<file path="src/rtl/snitch_narrow_in_initiator.sv">
// Single-outstanding AXI4 initiator: valid/ready command stream -> one single-beat read or write.
// Optional watchdog enabled by SNITCH_NARROW_IN_INITIATOR_TIMEOUT_EN.
package snitch_narrow_in_pkg;
  typedef struct packed {
    logic [1:0]  id;
    logic [47:0] addr;
    logic [7:0]  len;
    logic [2:0]  size;
    logic [1:0]  burst;
    logic        lock;
    logic [3:0]  cache;
    logic [2:0]  prot;
    logic [3:0]  qos;
    logic [3:0]  region;
    logic [5:0]  atop;
    logic        user;
  } aw_chan_t;
  typedef struct packed {
    logic [63:0] data;
    logic [7:0]  strb;
    logic        last;
    logic        user;
  } w_chan_t;
  typedef struct packed {
    logic [1:0] id;
    logic [1:0] resp;
    logic       user;
  } b_chan_t;
  typedef struct packed {
    logic [1:0]  id;
    logic [47:0] addr;
    logic [7:0]  len;
    logic [2:0]  size;
    logic [1:0]  burst;
    logic        lock;
    logic [3:0]  cache;
    logic [2:0]  prot;
    logic [3:0]  qos;
    logic [3:0]  region;
    logic        user;
  } ar_chan_t;
  typedef struct packed {
    logic [1:0]  id;
    logic [63:0] data;
    logic [1:0]  resp;
    logic        last;
    logic        user;
  } r_chan_t;
  typedef struct packed {
    aw_chan_t aw;
    logic     aw_valid;
    w_chan_t  w;
    logic     w_valid;
    logic     b_ready;
    ar_chan_t ar;
    logic     ar_valid;
    logic     r_ready;
  } narrow_in_req_t;
  typedef struct packed {
    logic    aw_ready;
    logic    ar_ready;
    logic    w_ready;
    logic    b_valid;
    b_chan_t b;
    logic    r_valid;
    r_chan_t r;
  } narrow_in_resp_t;
endpackage

module snitch_narrow_in_initiator #(
  parameter int unsigned AddrWidth     = 48,
  parameter int unsigned DataWidth     = 64,
  parameter int unsigned IdWidth       = 2,
  parameter int unsigned UserWidth     = 1,
  parameter int unsigned TxnId         = 0,
  parameter int unsigned TimeoutCycles = 1024,
  parameter type req_t = snitch_narrow_in_pkg::narrow_in_req_t,
  parameter type rsp_t = snitch_narrow_in_pkg::narrow_in_resp_t
) (
  input  logic                   clk_i,
  input  logic                   rst_i,
  input  logic                   cmd_valid_i,
  output logic                   cmd_ready_o,
  input  logic                   cmd_write_i,
  input  logic [AddrWidth-1:0]   cmd_addr_i,
  input  logic [DataWidth-1:0]   cmd_data_i,
  input  logic [DataWidth/8-1:0] cmd_strb_i,
  output logic                   rsp_valid_o,
  input  logic                   rsp_ready_i,
  output logic [DataWidth-1:0]   rsp_data_o,
  output logic [1:0]             rsp_resp_o,
  output logic                   busy_o,
  output logic                   timeout_o,
  output req_t                   axi_req_o,
  input  rsp_t                   axi_rsp_i
);
  // state  | meaning
  // IDLE   | waiting for a command, cmd_ready high
  // WR     | AW and W outstanding, each drops on its own handshake
  // WR_B   | waiting for write response
  // RD_AR  | AR outstanding
  // RD_R   | waiting for read data
  // RSP    | response held on rsp_* until consumed
  typedef enum logic [2:0] {IDLE, WR, WR_B, RD_AR, RD_R, RSP} state_t;

  localparam logic [2:0] AxSize = 3'($clog2(DataWidth / 8));

  state_t                 state;
  logic [AddrWidth-1:0]   addr;
  logic [DataWidth-1:0]   wdata;
  logic [DataWidth/8-1:0] strb;
  logic aw_valid, w_valid, ar_valid, b_ready, r_ready;
  logic rsp_valid, cmd_ready, busy;
  logic [DataWidth-1:0] rsp_data;
  logic [1:0]           rsp_resp;
  logic aw_pending, w_pending;

  assign aw_pending = aw_valid && !axi_rsp_i.aw_ready;
  assign w_pending  = w_valid && !axi_rsp_i.w_ready;

  always_ff @(posedge clk_i or posedge rst_i) begin
    if (rst_i) begin
      state     <= IDLE;
      addr      <= '0;
      wdata     <= '0;
      strb      <= '0;
      aw_valid  <= 1'b0;
      w_valid   <= 1'b0;
      ar_valid  <= 1'b0;
      b_ready   <= 1'b0;
      r_ready   <= 1'b0;
      rsp_valid <= 1'b0;
      rsp_data  <= '0;
      rsp_resp  <= 2'b00;
      cmd_ready <= 1'b1;
      busy      <= 1'b0;
    end else begin
      case (state)
        IDLE: if (cmd_valid_i && cmd_ready) begin
          addr      <= cmd_addr_i;
          wdata     <= cmd_data_i;
          strb      <= cmd_strb_i;
          cmd_ready <= 1'b0;
          busy      <= 1'b1;
          if (cmd_write_i) begin
            state    <= WR;
            aw_valid <= 1'b1;
            w_valid  <= 1'b1;
          end else begin
            state    <= RD_AR;
            ar_valid <= 1'b1;
          end
        end
        WR: begin
          if (aw_valid && axi_rsp_i.aw_ready) aw_valid <= 1'b0;
          if (w_valid && axi_rsp_i.w_ready) w_valid <= 1'b0;
          if (!aw_pending && !w_pending) begin
            state   <= WR_B;
            b_ready <= 1'b1;
          end
        end
        WR_B: if (axi_rsp_i.b_valid) begin
          b_ready   <= 1'b0;
          rsp_data  <= '0;
          rsp_resp  <= axi_rsp_i.b.resp;
          rsp_valid <= 1'b1;
          state     <= RSP;
        end
        RD_AR: if (axi_rsp_i.ar_ready) begin
          ar_valid <= 1'b0;
          r_ready  <= 1'b1;
          state    <= RD_R;
        end
        RD_R: if (axi_rsp_i.r_valid) begin
          r_ready   <= 1'b0;
          rsp_data  <= axi_rsp_i.r.data;
          rsp_resp  <= axi_rsp_i.r.resp;
          rsp_valid <= 1'b1;
          state     <= RSP;
        end
        RSP: if (rsp_ready_i) begin
          rsp_valid <= 1'b0;
          busy      <= 1'b0;
          cmd_ready <= 1'b1;
          state     <= IDLE;
        end
        default: state <= IDLE;
      endcase
    end
  end

  always_comb begin
    axi_req_o           = '0;
    axi_req_o.aw.id     = IdWidth'(TxnId);
    axi_req_o.aw.addr   = addr;
    axi_req_o.aw.size   = AxSize;
    axi_req_o.aw.burst  = 2'b01;
    axi_req_o.aw.user   = UserWidth'(0);
    axi_req_o.aw_valid  = aw_valid;
    axi_req_o.w.data    = wdata;
    axi_req_o.w.strb    = strb;
    axi_req_o.w.last    = 1'b1;
    axi_req_o.w_valid   = w_valid;
    axi_req_o.b_ready   = b_ready;
    axi_req_o.ar.id     = IdWidth'(TxnId);
    axi_req_o.ar.addr   = addr;
    axi_req_o.ar.size   = AxSize;
    axi_req_o.ar.burst  = 2'b01;
    axi_req_o.ar_valid  = ar_valid;
    axi_req_o.r_ready   = r_ready;
  end

  assign cmd_ready_o = cmd_ready;
  assign rsp_valid_o = rsp_valid;
  assign rsp_data_o  = rsp_data;
  assign rsp_resp_o  = rsp_resp;
  assign busy_o      = busy;

  // IDs, user bits and r.last are ignored: only one transaction is ever in flight.
  logic unused_rsp;
  assign unused_rsp = ^{axi_rsp_i.b.id, axi_rsp_i.b.user, axi_rsp_i.r.id,
                        axi_rsp_i.r.last, axi_rsp_i.r.user};

`ifdef SNITCH_NARROW_IN_INITIATOR_TIMEOUT_EN
  localparam int unsigned CntWidth = $clog2(TimeoutCycles + 1);
  localparam logic [CntWidth-1:0] Limit = CntWidth'(TimeoutCycles);

  state_t              state_q;
  logic [CntWidth-1:0] cnt, cnt_next;
  logic                waiting, timeout;

  assign waiting  = state inside {WR, WR_B, RD_AR, RD_R};
  // Saturate so a long stall cannot wrap the count.
  assign cnt_next = (state != state_q) ? CntWidth'(1) :
                    (cnt == Limit) ? cnt : cnt + CntWidth'(1);

  always_ff @(posedge clk_i or posedge rst_i) begin
    if (rst_i) begin
      state_q <= IDLE;
      cnt     <= '0;
      timeout <= 1'b0;
    end else begin
      state_q <= state;
      cnt     <= waiting ? cnt_next : '0;
      if (waiting && cnt_next == Limit) timeout <= 1'b1;
    end
  end

  assign timeout_o = timeout;
`else
  logic unused_cfg;
  assign unused_cfg = (TimeoutCycles != 0);
  assign timeout_o  = 1'b0;
`endif

endmodule

</file>
<file path="config.mk">
export PLATFORM = sky130hd
export DESIGN_NAME = snitch_narrow_in_initiator
export DESIGN_NICKNAME = d
export VERILOG_FILES = /design/src/rtl/snitch_narrow_in_initiator.sv
export SDC_FILE = /design/constraint.sdc
export NUM_CORES = 1
export LEC_CHECK = 0
export ABC_AREA = 1
export CAP_MARGIN = 15
export CORE_AREA = 4 4 201 203
export DETAILED_ROUTE_END_ITERATION = 8
export DIE_AREA = 0 0 205 207
export GPL_TIMING_DRIVEN = 0
export PLACE_DENSITY_LB_ADDON = 0.08
export SLEW_MARGIN = 25
export SYNTH_ARGS = -nofsm -noshare
export SYNTH_HDL_FRONTEND = slang
export SYNTH_SLANG_ARGS = --single-unit
</file>
<file path="constraint.sdc">
create_clock -name clk_i -period 12.37 [get_ports clk_i]
set_input_delay 2.474 -clock clk_i [delete_from_list [all_inputs] [get_ports clk_i]]
set_output_delay 2.474 -clock clk_i [all_outputs]
set_load 0.05 [all_outputs]
</file>
==> results of run 1 <==
-- cell type report --
cell class	instances	area, um2
Timing Repair Buffer	441	4450
Buffer	175	1210
Clock inverter	13	181
Fill cell	4027	23800
Clock buffer	18	439
Tap cell	518	648
Sequential cell	197	4930
Multi-Input combinational cell	704	2780
Inverter	17	71.3
Antenna cell	1	2.50
-- state kept, by name (all words and copies together), names as in the netlist --
signal / cells
ar_valid: 1
r_ready: 1
wdata: 64
addr: 48
strb: 8
cmd_ready_o: 1
busy_o: 1
state: 3
b_ready: 1
rsp_valid_o: 1
w_valid: 1
rsp_resp_o: 2
aw_valid: 1
rsp_data_o: 64
-- cell families (layout without fill, tap and decap cells) --
kind of cell,count (synthesis),after routing
buffers and inverters,192,664
AOI/OAI and AO/OA,8,8
DFF,197,197
other,2,74
and+or+nand+nor,623,623
-- synth_stat cells --
library cell  instances
nor2_2                2
o21ai_0               4
inv_1                14
nand3b_1              1
o21ai_2               1
clkbuf_1             15
o21a_1                2
a21oi_1               1
nand3_1              77
conb_1                2
dfrtp_1             196
buf_2                26
nor2_4                1
and2_1                1
nand2_1             533
dfstp_2               1
buf_6                 4
inv_2                 3
buf_4               130
nor2_1                8
-- metal layers --
metal / up-vias / routed length (um) / share of wire / global-route usage
met2: 311 / 16400 / 0.48 / 0.264
met3: 28 / 3830 / 0.11 / 0.0751
li1: 3997 / - / - / -
met1: 3686 / 13500 / 0.39 / 0.185
met5: - / 56 / 0.0016 / 0
met4: 10 / 385 / 0.011 / 0.0333
-- power by group through the flow --
stage               combinational, mW  sequential, mW  clock [mW]
finish                           2.97            1.15       0.606
global route                     3.14            1.19       0.657
CTS                              3.01            1.15       0.630
detailed placement               3.01            1.15           0
global placement                 3.00            1.15           0
floorplan                       0.932            2.15           0
-- worst paths after layout --
check,endpoint,startpoint,cells past startpoint
worst max-delay path,cmd_ready_o,cmd_ready_o,1
worst min-delay path,wdata[33],wdata[33],2
worst max register to register,wdata[33],state[2],7
worst min register to register,wdata[33],wdata[33],2
max in group asynchronous,cmd_ready_o,rst_i,3
min in group asynchronous,wdata[22],rst_i,2
-- metrics by stage --
| step | total power [mW] | worst slack, ns | std cells | hold slack [ns] | utilization |
|---|---|---|---|---|---|
| floorplan | 3.08 | 4.53 | 1093 | 0.454 | - |
| global placement | 4.15 | 0.884 | 2050 | 0.453 | 0.364 |
| detailed placement | 4.16 | 8.09 | 2052 | 0.457 | 0.366 |
| CTS | 4.79 | 8.02 | 2083 | 0.475 | 0.382 |
| global route | 4.99 | 8.00 | 2084 | 0.492 | 0.382 |
| finish | 4.72 | 8.07 | 2084 | 0.469 | 0.382 |
==> run metrics, run 1 <==
I/O pin total 520; Starting Density 0.226; max cap viols 0; flops & latches, synth 197; drt wl/cell 16.4 um; outcome finished clean; die width 205 um; Critical Path RT 9.90 ns; Critical-path top delay cell clkdlybuf4s50_1; delay-heaviest family, CP buffers and inverters; global-route wire length before repair 51600 um; Synth Warn # 0; aggregate global routing overflow 0; Area Growth Syn to Fin 68.8%; max incr delay on CP 0.84 ns; Mapped Cells 1022; layout cells sized above 1 0.129; drt total wl 34200 um; post-cts gate resize count 0; largest family of logic cells by synthesized area simple AND/OR/NAND/NOR gates; post-synth top area cell dfrtp_1; Max Fclk 233 MHz; Final Setup Violations 0; aggregate global-route resource usage 0.158; most common cell after layout, fill and taps aside nand2_1; mapped cell area 8710 um2; Slew headroom 0.570; most frequent cells in the layout 533 x nand2_1, 439 x clkdlybuf4s50_1, 196 x dfrtp_1; Synth Area in XOR/XNOR 0; # port buffers 439; num rows 72; clock sinks 197; r2r setup slk 10.52 ns; Worst Skew 0.00810 ns; # DRC 0; logic gate share of total power 0.629; Area contributors post-synth dfrtp_1 56%, nand2_1 23%, buf_4 11%; unrepaired setup endpoints after global routing false; endpoint class of the critical path primary output; placed cell area 14100 um2; Min-Delay Path Class flip-flop to flip-flop; DRT Pass-1 Iters 4; post-synthesis compound-gate area fraction 0.00560; Critical Path AT 1.82 ns; min cycle time layout 4.30 ns; Worst Path Class, Setup flip-flop to primary output; CTS tree built; gp weighted congestion 0.772; area share of the largest cell type after synthesis 0.563; design area 14700 um2; drt via density 3.85; Skew-Pair Late Insertion Delay 0.44 ns; Switching Fraction 0.522; cts hold-fix bufs 0; number of global-route vias before repair 8012; Die Footprint 42400 um2; total setup buffers inserted after CTS 0; PD cells 321 nW/um2; Post-Synth Simple-Gate Area 0.282; Psw 2.46 mW; Num CTS Buffers 17; Core Area 38500 um2; Synth cell types 20; fin. max-slew vios 0; Final Cycle Share 0.347; largest net degree at the start of global routing 75; Seq pwr share 0.243; HPWL after DPL 27000 um; initial antenna violation count 6; adder-cell area share of the yosys netlist 0; Max Buffers Root-to-Sink 2; Antenna Nets Post-Route 0; Clk pin slew, worst setup/hold paths 0.07 ns; Syn Area/Cell 8.52 um2; critical-path maximum fanout 3; H-tree depth 4; Die H 207 um; Final Hold Fails 0; Clk pwr share 0.128; mux cell area share after synthesis 0; startpoint types flip-flop; buffer and inverter count on the worst path 1; slew at the pin with the worst max-slew slack 0.643 ns; Final TNS setup 0 ns; Final nets 1758; Peak VDD IR 0.000135 V; Root Buffer clkbuf_16; via count 8032; register area share after synthesis 0.566; DRT iter0 DRCs 342; worst path cell trace clkdlybuf4s50_1; internal power 2.26 mW; P_leak 7.41 nW
No activity file was read; power rests on OpenSTA's default activity.
==> run 2, diff against run 1 <==
CORE_AREA = 4 4 197 199   (was 4 4 201 203)
DIE_AREA = 0 0 201 203   (was 0 0 205 207)
clock period = 4.1 ns   (was 12.37 ns; I/O delays follow)
==> run 2 against run 1 <==
  * Clock power grew to 2.8 times the previous value
  * Sequential power grew to 3.0 times the previous value
  * Count of clock-buffer cells in the layout unchanged
  * Core utilization up 1.3 points
  * Worst hold slack gained 0.00051 ns
  * Non-clock buffer count up 6
  * Critical path type unchanged
==> run metrics, run 2 (synthesis results as in run 1) <==
outcome finished clean; min cycle time layout 2.66 ns; initial antenna violation count 2; Root Buffer clkbuf_16; delay-heaviest family, CP buffers and inverters; Critical Path RT 3.28 ns; cts hold-fix bufs 0; startpoint types flip-flop; I/O pin total 520; max cap viols 0; Starting Density 0.234; critical-path maximum fanout 3; logic gate share of total power 0.633; max incr delay on CP 0.85 ns; Switching Fraction 0.528; aggregate global routing overflow 0; Inserted Diodes 0; num rows 71; H-tree depth 4; Clk pin slew, worst setup/hold paths 0.07 ns; Antenna Nets Post-Route 0; Final Hold Fails 0; global-route wire length before repair 50100 um; clock sinks 197; post-place setup slack 1.34 ns; Worst Path Class, Setup flip-flop to primary output; gp weighted congestion 0.809; DP Cell Count 2014; Critical Path AT 1.84 ns; P_leak 7.42 nW; via count 8044; non-filler cells, final 2046; # port buffers 439; Area Growth Syn to Fin 69.0%; unrepaired setup endpoints after global routing false; total setup buffers inserted after CTS 0; slew at the pin with the worst max-slew slack 0.644 ns; HPWL after DPL 26600 um; Max Fclk 376 MHz; Min-Delay Path Class flip-flop to flip-flop; Skew-Pair Late Insertion Delay 0.45 ns; internal power 6.66 mW; Die H 203 um; Core Area 37200 um2; aggregate global-route resource usage 0.159; Final Cycle Share 0.648; PD cells 958 nW/um2; most common cell after layout, fill and taps aside nand2_1; die width 201 um; Peak VDD IR 0.000399 V; drt via density 3.93; Die Footprint 40800 um2; most frequent cells in the layout 533 x nand2_1, 439 x clkdlybuf4s50_1, 196 x dfrtp_1; DRT iter0 DRCs 372; Slew headroom 0.569; Clk pwr share 0.122; largest net degree at the start of global routing 30; post-cts gate resize count 0; post-route setup slack 1.44 ns; endpoint class of the critical path primary output; worst path cell trace clkdlybuf4s50_1; Psw 7.44 mW; Max Buffers Root-to-Sink 2; Final Setup Violations 0; # DRC 0; Final nets 1764; Seq pwr share 0.245; fin. max-slew vios 0; buffer and inverter count on the worst path 1; drt total wl 33200 um; DRT Pass-1 Iters 5; number of global-route vias before repair 7992; CTS tree built; layout cells sized above 1 0.133; Num CTS Buffers 17; drt wl/cell 16.2 um; Critical-path top delay cell clkdlybuf4s50_1; Worst Skew 0.0104 ns
==> run 2: layer usage <==
metal | wire length [um] | up-vias | GRT usage
met1 | 13400 | 3678 | 0.187
met2 | 15900 | 320 | 0.268
met5 | 26 | - | 0
met4 | 545 | 4 | 0.0420
met3 | 3380 | 35 | 0.0698
li1 | - | 4007 | -
==> run 2: final timing paths <==
kind / start / end / slack, ns / cells past startpoint
worst min register to register: rsp_data_o[15] / rsp_data_o[15] / 0.47 / 2
worst max-delay path: cmd_ready_o / cmd_ready_o / 1.44 / 1
worst min-delay path: rsp_data_o[15] / rsp_data_o[15] / 0.47 / 2
max in group asynchronous: rst_i / wdata[0] / 2.69 / 5
worst max register to register: state[1] / strb[0] / 2.29 / 8
min in group asynchronous: rst_i / rsp_data_o[17] / 0.60 / 2
==> run 2: through the flow <==
step	util	hold WS [ns]	cell area [um2]	total power, mW	TNS (ns)
finish	0.396	0.470	14700	14.1	0
global route	0.396	0.491	14700	14.9	0
CTS	0.396	0.476	14700	14.3	0
detailed placement	0.380	0.457	14100	12.5	0
global placement	0.375	0.453	14000	12.5	-250.39
floorplan	-	0.454	8980	9.30	0
==> run 2: power groups by stage <==
stage,registers (mW),logic (mW),clock network (mW)
finish,3.46,8.93,1.72
global route,3.60,9.43,1.87
CTS,3.47,9.05,1.79
detailed placement,3.49,9.04,0
global placement,3.47,9.00,0
floorplan,6.48,2.81,0
==> run 2: layout make-up <==
| cell class | count | area (um2) |
|---|---|---|
| Clock buffer | 18 | 439 |
| Buffer | 175 | 1210 |
| Multi-Input combinational cell | 704 | 2780 |
| Inverter | 17 | 67.6 |
| Sequential cell | 197 | 4930 |
| Timing Repair Buffer | 447 | 4560 |
| Clock inverter | 14 | 145 |
| Fill cell | 3819 | 22500 |
| Tap cell | 474 | 593 |
